File: config.mk
export PLATFORM = sky130hd
export DESIGN_NAME = pwm_comparator
export DESIGN_NICKNAME = d
export VERILOG_FILES = /design/src/rtl/pwm_pkg.sv /design/src/rtl/pwm_comparator_wrap_detect.sv /design/src/rtl/pwm_comparator.sv
export SDC_FILE = /design/constraint.sdc
export NUM_CORES = 1
export LEC_CHECK = 0
export ABC_AREA = 1
export ABC_CLOCK_PERIOD_IN_PS = 2340
export CORE_UTILIZATION = 46
export DETAILED_ROUTE_END_ITERATION = 10
export PLACE_DENSITY = 0.84
export SYNTH_ARGS = -nofsm -noshare
export SYNTH_HDL_FRONTEND = slang
export SYNTH_SLANG_ARGS = --single-unit
File: constraint.sdc
create_clock -name clk -period 2.34 [get_ports clk]
set_input_delay 0.468 -clock clk [delete_from_list [all_inputs] [get_ports clk]]
set_output_delay 0.468 -clock clk [all_outputs]
set_load 0.005 [all_outputs]
File: src/rtl/pwm_pkg.sv
// Shared constants for the PWM comparator slice: default width and the
// reset values of the duty double-buffer registers.
package pwm_pkg;

    localparam int PWM_WIDTH_DEF = 4;

    // Reset values for duty_active and pending. They are held at the maximum
    // legal width and sliced down to WIDTH where they are used.
    localparam logic [15:0] DUTY_ACTIVE_RST = 16'h0000;
    localparam logic [15:0] PENDING_RST     = 16'h0000;

endpackage

File: src/rtl/pwm_comparator_wrap_detect.sv
// wrap_detect: remembers the previous counter sample and flags a wrap whenever
// the count decreases (unsigned). A counter that holds its value is not a wrap.
// Also registers the wrap as a one-cycle period tick. Usable by any consumer
// of the free-running counter.
module wrap_detect
    import pwm_pkg::*;
#(
    parameter int WIDTH = PWM_WIDTH_DEF
) (
    input  logic             clk,
    input  logic             reset,
    input  logic [WIDTH-1:0] binary,
    output logic             wrap,
    output logic             period_tick
);

    logic [WIDTH-1:0] prev;

    // A drop in value is a wrap. Because prev resets to 0, no wrap can be
    // seen in the first cycle after reset.
    assign wrap = (binary < prev);

    // Track the last sample and register the wrap pulse.
    always_ff @(posedge clk or posedge reset) begin
        if (reset) begin
            prev        <= '0;
            period_tick <= 1'b0;
        end else begin
            prev        <= binary;
            period_tick <= wrap;
        end
    end

endmodule

File: src/rtl/pwm_comparator.sv
// pwm_comparator: compares the upstream counter value against a double-
// buffered duty value and produces a registered PWM output and period tick.
//
// Interface: duty_load is a single-cycle strobe with no back-pressure; the
// block always accepts it and the last strobe before a wrap wins.
//
// Build option PWM_INVERT_EN adds pwm_out_n, a registered complement of
// pwm_out (reset value 1). Without it the port and its register are absent.
module pwm_comparator
    import pwm_pkg::*;
#(
    parameter int WIDTH = PWM_WIDTH_DEF
) (
    input  logic             clk,
    input  logic             reset,
    input  logic [WIDTH-1:0] binary,
    input  logic [WIDTH-1:0] duty,
    input  logic             duty_load,
    output logic             pwm_out,
`ifdef PWM_INVERT_EN
    output logic             pwm_out_n,
`endif
    output logic             period_tick,
    output logic [WIDTH-1:0] duty_active
);

    logic             wrap;
    logic [WIDTH-1:0] pending;
    logic             pend_valid;
    logic [WIDTH-1:0] duty_eff;
    logic             cmp;

    wrap_detect #(
        .WIDTH (WIDTH)
    ) u_wrap_detect (
        .clk         (clk),
        .reset       (reset),
        .binary      (binary),
        .wrap        (wrap),
        .period_tick (period_tick)
    );

    // On a wrap with a pending value, the new duty already governs the first
    // sample of the new period, so the comparison looks through to pending.
    always_comb begin
        duty_eff = duty_active;
        if (wrap && pend_valid) begin
            duty_eff = pending;
        end
        cmp = (binary < duty_eff);
    end

    // Double buffer: loads land in pending; pending moves to active only at
    // a wrap. A load in the wrap cycle itself waits for the following wrap.
    always_ff @(posedge clk or posedge reset) begin
        if (reset) begin
            pending     <= PENDING_RST[WIDTH-1:0];
            pend_valid  <= 1'b0;
            duty_active <= DUTY_ACTIVE_RST[WIDTH-1:0];
        end else begin
            if (wrap && pend_valid) begin
                duty_active <= pending;
                pend_valid  <= 1'b0;
            end
            if (duty_load) begin
                pending    <= duty;
                pend_valid <= 1'b1;
            end
        end
    end

    // Registered PWM output, one cycle behind binary.
    always_ff @(posedge clk or posedge reset) begin
        if (reset) begin
            pwm_out <= 1'b0;
        end else begin
            pwm_out <= cmp;
        end
    end

`ifdef PWM_INVERT_EN
    // Complementary output registered from the same comparison.
    always_ff @(posedge clk or posedge reset) begin
        if (reset) begin
            pwm_out_n <= 1'b1;
        end else begin
            pwm_out_n <= ~cmp;
        end
    end
`endif

endmodule

# After elaboration in Yosys (flattened, before gate mapping)
# Index checks and enable logic that the tools add are counted.
op_classes:
  n_lt_le_gt_ge: 2
  muxes: 3
  n_reduce_logical: 2
op_table:
  columns: ["op", "n"]
  rows:
  - ["4-bit less-than comparator", 2]
  - ["4-bit 2-to-1 mux", 1]
  - ["1-bit 2-to-1 mux", 2]
  - ["2-bit nonzero test", 1]
  - ["1-bit logical AND", 1]
word_totals:
  register_bits: 15
  in_bits: 11
  elab_cells: 13

# Logic depth before layout (Yosys ltp)
logic_depth:
  depth_word: 4
  mapped_depth: 13
  depth_no_buf: 13

# Cells and area by module
# From an unflattened synthesis, not the netlist that was laid out.
unflattened:
  hier_cells: 71
  hier_area_um2: 685.7
modules_own_cells:
  columns: ["mod", "n_inst", "cells_per_inst", "area_per_inst_um2"]
  rows:
  - ["pwm_comparator", 1, 50, 465.4]
  - ["wrap_detect", 1, 21, 220.2]

# Worst setup path after synthesis
# Ideal clock, no wire load.
synth_path:
  kind: "input to register"
  startpoint: "in binary[3]"
  endpoint: "reg pwm_out"
  setup_ns: 0.073
  arrival_time_ns: 1.818
  path_slack_ns: 0.449
  path_stages: 9
  cell_sequence: "ha_1 > a21oi_4 > nand3_2 > inv_2 > nand2_1 > o21ai_2 > ha_1 > a21o_1 > a21oi_2"
synth_via:
  elab_chain_cells: 4
synth_rtl:
  columns: ["item", "line_no", "text"]
  rows:
  - ["from (decl)", "pwm_comparator.sv:16", "input logic [WIDTH-1:0] binary,"]
  - ["4-bit less-than comparator", "pwm_comparator_wrap_detect.sv:21", "assign wrap = (binary < prev);"]
  - ["1-bit logical AND", "pwm_comparator.sv:47", "if (wrap && pend_valid) begin"]
  - ["4-bit 2-to-1 mux", "pwm_comparator.sv:47", null]
  - ["4-bit less-than comparator (*)", "pwm_comparator.sv:50", "cmp = (binary < duty_eff);"]
  - ["net cmp", "pwm_comparator.sv:31", "logic cmp;"]
  - ["to (signal assigned)", "pwm_comparator.sv:77", "pwm_out <= cmp;"]
  - ["to (decl)", "pwm_comparator.sv:19", "output logic pwm_out,"]
# The timed path passes the listed nets; every way through them passes the cells marked *.
# A chain may end at the register's enable or synchronous reset.

# Worst setup path after layout
# Same ends and word-level chain as after synthesis.

==> flow_metrics.py <==
metrics = {
    "placed_design": {
        "io_buffers": 16,
        "placedInstanceArea_um2": 945,
        "place.gp.congestion": 0.688,
        "dp_hpwl_um": 1030,
    },
    "logic_synthesis": {
        "synth_top_family_by_area": "simple AND/OR/NAND/NOR gates",
        "yosysTopAreaCell": "dfrtp_1",
        "synthSimpleGateAreaFrac_pct": 13.8,
        "synth-compound-area-share_pct": 12.2,
        "synth-seq-area-share_pct": 52.9,
        "synth_top_area_share_pct": 52.9,
        "yosys_warnings": 0,
        "synthAdderAreaFrac_pct": 10.6,
        "ys_types": 16,
        "postSynthCellCount": 73,
        "syn_nets": 90,
        "synth_top_cells_by_area": "dfrtp_1, ha_1, inv_1",
        "netlist_area_um2": 709,
        "synth_xor_area_share_pct": 0,
        "ys_seq_elements": 15,
        "yosys-mux-area-fraction_pct": 0,
        "syn_area_per_cell_um2": 9.72,
    },
    "power_and_ir_drop": {
        "power_leakage_nw": 0.521,
        "power_density_nw_per_um2": 692,
        "design_power_total_mw": 0.672,
        "irDropWorstVdd_mv": 0.482,
    },
    "grt": {
        "antenna_found_initial": 0,
        "grt_max_degree": 16,
        "track_usage_pct": 19.5,
        "first_global_vias": 532,
        "grt.overflow.total": 0,
        "grt_pass1_wl_um": 2080,
    },
    "finish": {
        "mostFrequentLayoutCells": "inv_1, clkdlybuf4s50_1, nand2_1, dfrtp_1, buf_4",
        "final_area_um2": 971,
        "final_common_cell": "inv_1",
        "insertedDiodeCount": 0,
        "fillCellCount": 124,
        "final_layout_size_suffix_gt1_share_pct": 21.0,
        "finalNetCount": 118,
        "seq_area_um2": 375,
        "area_delta_synth_final_pct": 36.9,
        "multi_input_area_um2": 259,
    },
    "critical_path": {
        "required_ps": 2560,
        "critPathCaptureType": "register",
        "crit_arrival_ps": 2350,
        "path_class": "in2reg",
        "critPathLaunchType": "input pin",
        "cp_max_fo": 6,
    },
    "clock_network": {
        "clk_latency_ps": 280,
        "tritoncts": "built",
        "cts-resized-gates": 0,
        "htree_levels": 1,
        "clkTransAtPathRegs_ps": 90,
        "cts_num_sinks": 15,
        "cts_buffers": 3,
        "cts_setup_buffers": 0,
        "clk_path_buf_depth": 2,
        "cts_root_buf": "clkbuf_4",
        "ctsHoldBuffers": 0,
    },
    "floorplan": {
        "core_area_um2": 1370,
        "rows": 13,
        "die_h_um": 41.3,
        "die_area_um2": 1700,
        "ios": 17,
        "die_x_um": 41.3,
        "start_util_pct": 51.9,
    },
    "worst_hold_path": {
        "min_path_type": "in2async",
    },
    "sta": {
        "fmax_mhz": 469,
        "worst_pin_slew_ps": 549,
        "finalSetupViolCount": 0,
        "rsz0062_at_grt": "no",
        "post-route-min-period_ps": 2130,
        "maxSlewViolCount": 0,
        "hold_viol_final": 0,
        "fin_skew_ps": 2.45,
        "fin_crit_sh_pct": 91.1,
        "timing.slew.headroom_pct": 63.4,
    },
    "route": {
        "avgRoutedWirePerCell_um": 11.3,
        "avgViaCountPerCell": 4.65,
        "drc": 0,
        "vias": 535,
        "drt_first_pass_iters": 4,
        "routed_wl_um": 1300,
        "ant_nets": 0,
        "drt_iter0_markers": 9,
    },
    "status": {
        "status": "completed",
    },
    "flow_run": {
        "drv_cap": 0,
    },
}
layer usage:
layer  GRT usage, %  up-vias  routed length [um]
met5              0        -                   0
met3           4.89        2                  62
met2           34.0       16                 665
li1               -      275                   -
met1           21.9      242                 556
met4           9.68        0                  11
path summary, 6_finish.rpt:
check	startpoint	to	slack (ps)	depth (start not counted)
worst max-delay path	binary[3]	pwm_out	210	12
worst min-delay path	reset	pwm_out	530	2
worst max register to register	u_wrap_detect.prev[3]	pwm_out	490	12
worst min register to register	pending[2]	pending[2]	530	2
max in group asynchronous	reset	duty_active[1]	1450	2
min in group clk	pending[2]	pending[2]	530	2
per-stage QoR:
step	hold slack [ps]	TNS [ps]	cells	worst slack, ps	utilization (%)
3_3_place_gp	503	-6.74	111	-6.74	69.1
3_5_place_dp	507	-83.0	111	-83.0	69.1
6_report	532	0	115	208	71.1
2_1_floorplan	369	0	73	449	-
5_1_grt	572	0	115	89.9	71.1
4_1_cts	533	0	115	196	71.1
where the power goes:
group	switching, mW	internal [mW]	leakage [nW]
Sequential	0.0190	0.296	0.174
Clock	0.0784	0.0661	0.0150
Combinational	0.0899	0.122	0.333
Total	0.187	0.484	0.521
area by class of cell:
| cell class | instances | share of cell area (%) |
|---|---|---|
| Multi-Input combinational cell | 38 | 26.7 |
| Clock buffer | 4 | 2.71 |
| Sequential cell | 15 | 38.7 |
| Inverter | 19 | 7.35 |
| Timing Repair Buffer | 24 | 22.7 |
| Tap cell | 15 | 1.93 |
cell usage after synthesis (all sizes together):
library cell,instances
inv,19
a21o,2
a21oi,2
o21ai,7
clkbuf,1
dfrtp,15
and2,1
nand3,2
ha,6
nand2,17
nand4,1
cells by family after synthesis:
kind of cell / Yosys count
AND/OR/NAND/NOR: 21
buffers and inverters: 20
AO/OA/AOI/OAI: 11
flip-flops: 15
adder cells (fa/ha/maj): 6
flip-flops by register name, indices dropped and copies added (netlist names):
name,flops
duty_active,4
pend_valid,1
pending,4
pwm_out,1
u_wrap_detect.period_tick,1
u_wrap_detect.prev,4
critical path, stage by stage:
cell and delay, ps:
clkdlybuf4s50_1 430, ha_1 360, nand2_1 80, inv_1 40
nand2_2 80, nand3_2 80, inv_2 120, nand2_1 70
o21ai_2 70, ha_1 260, a21o_1 190, a21oi_2 90
Power figures use the tool's default switching activity.
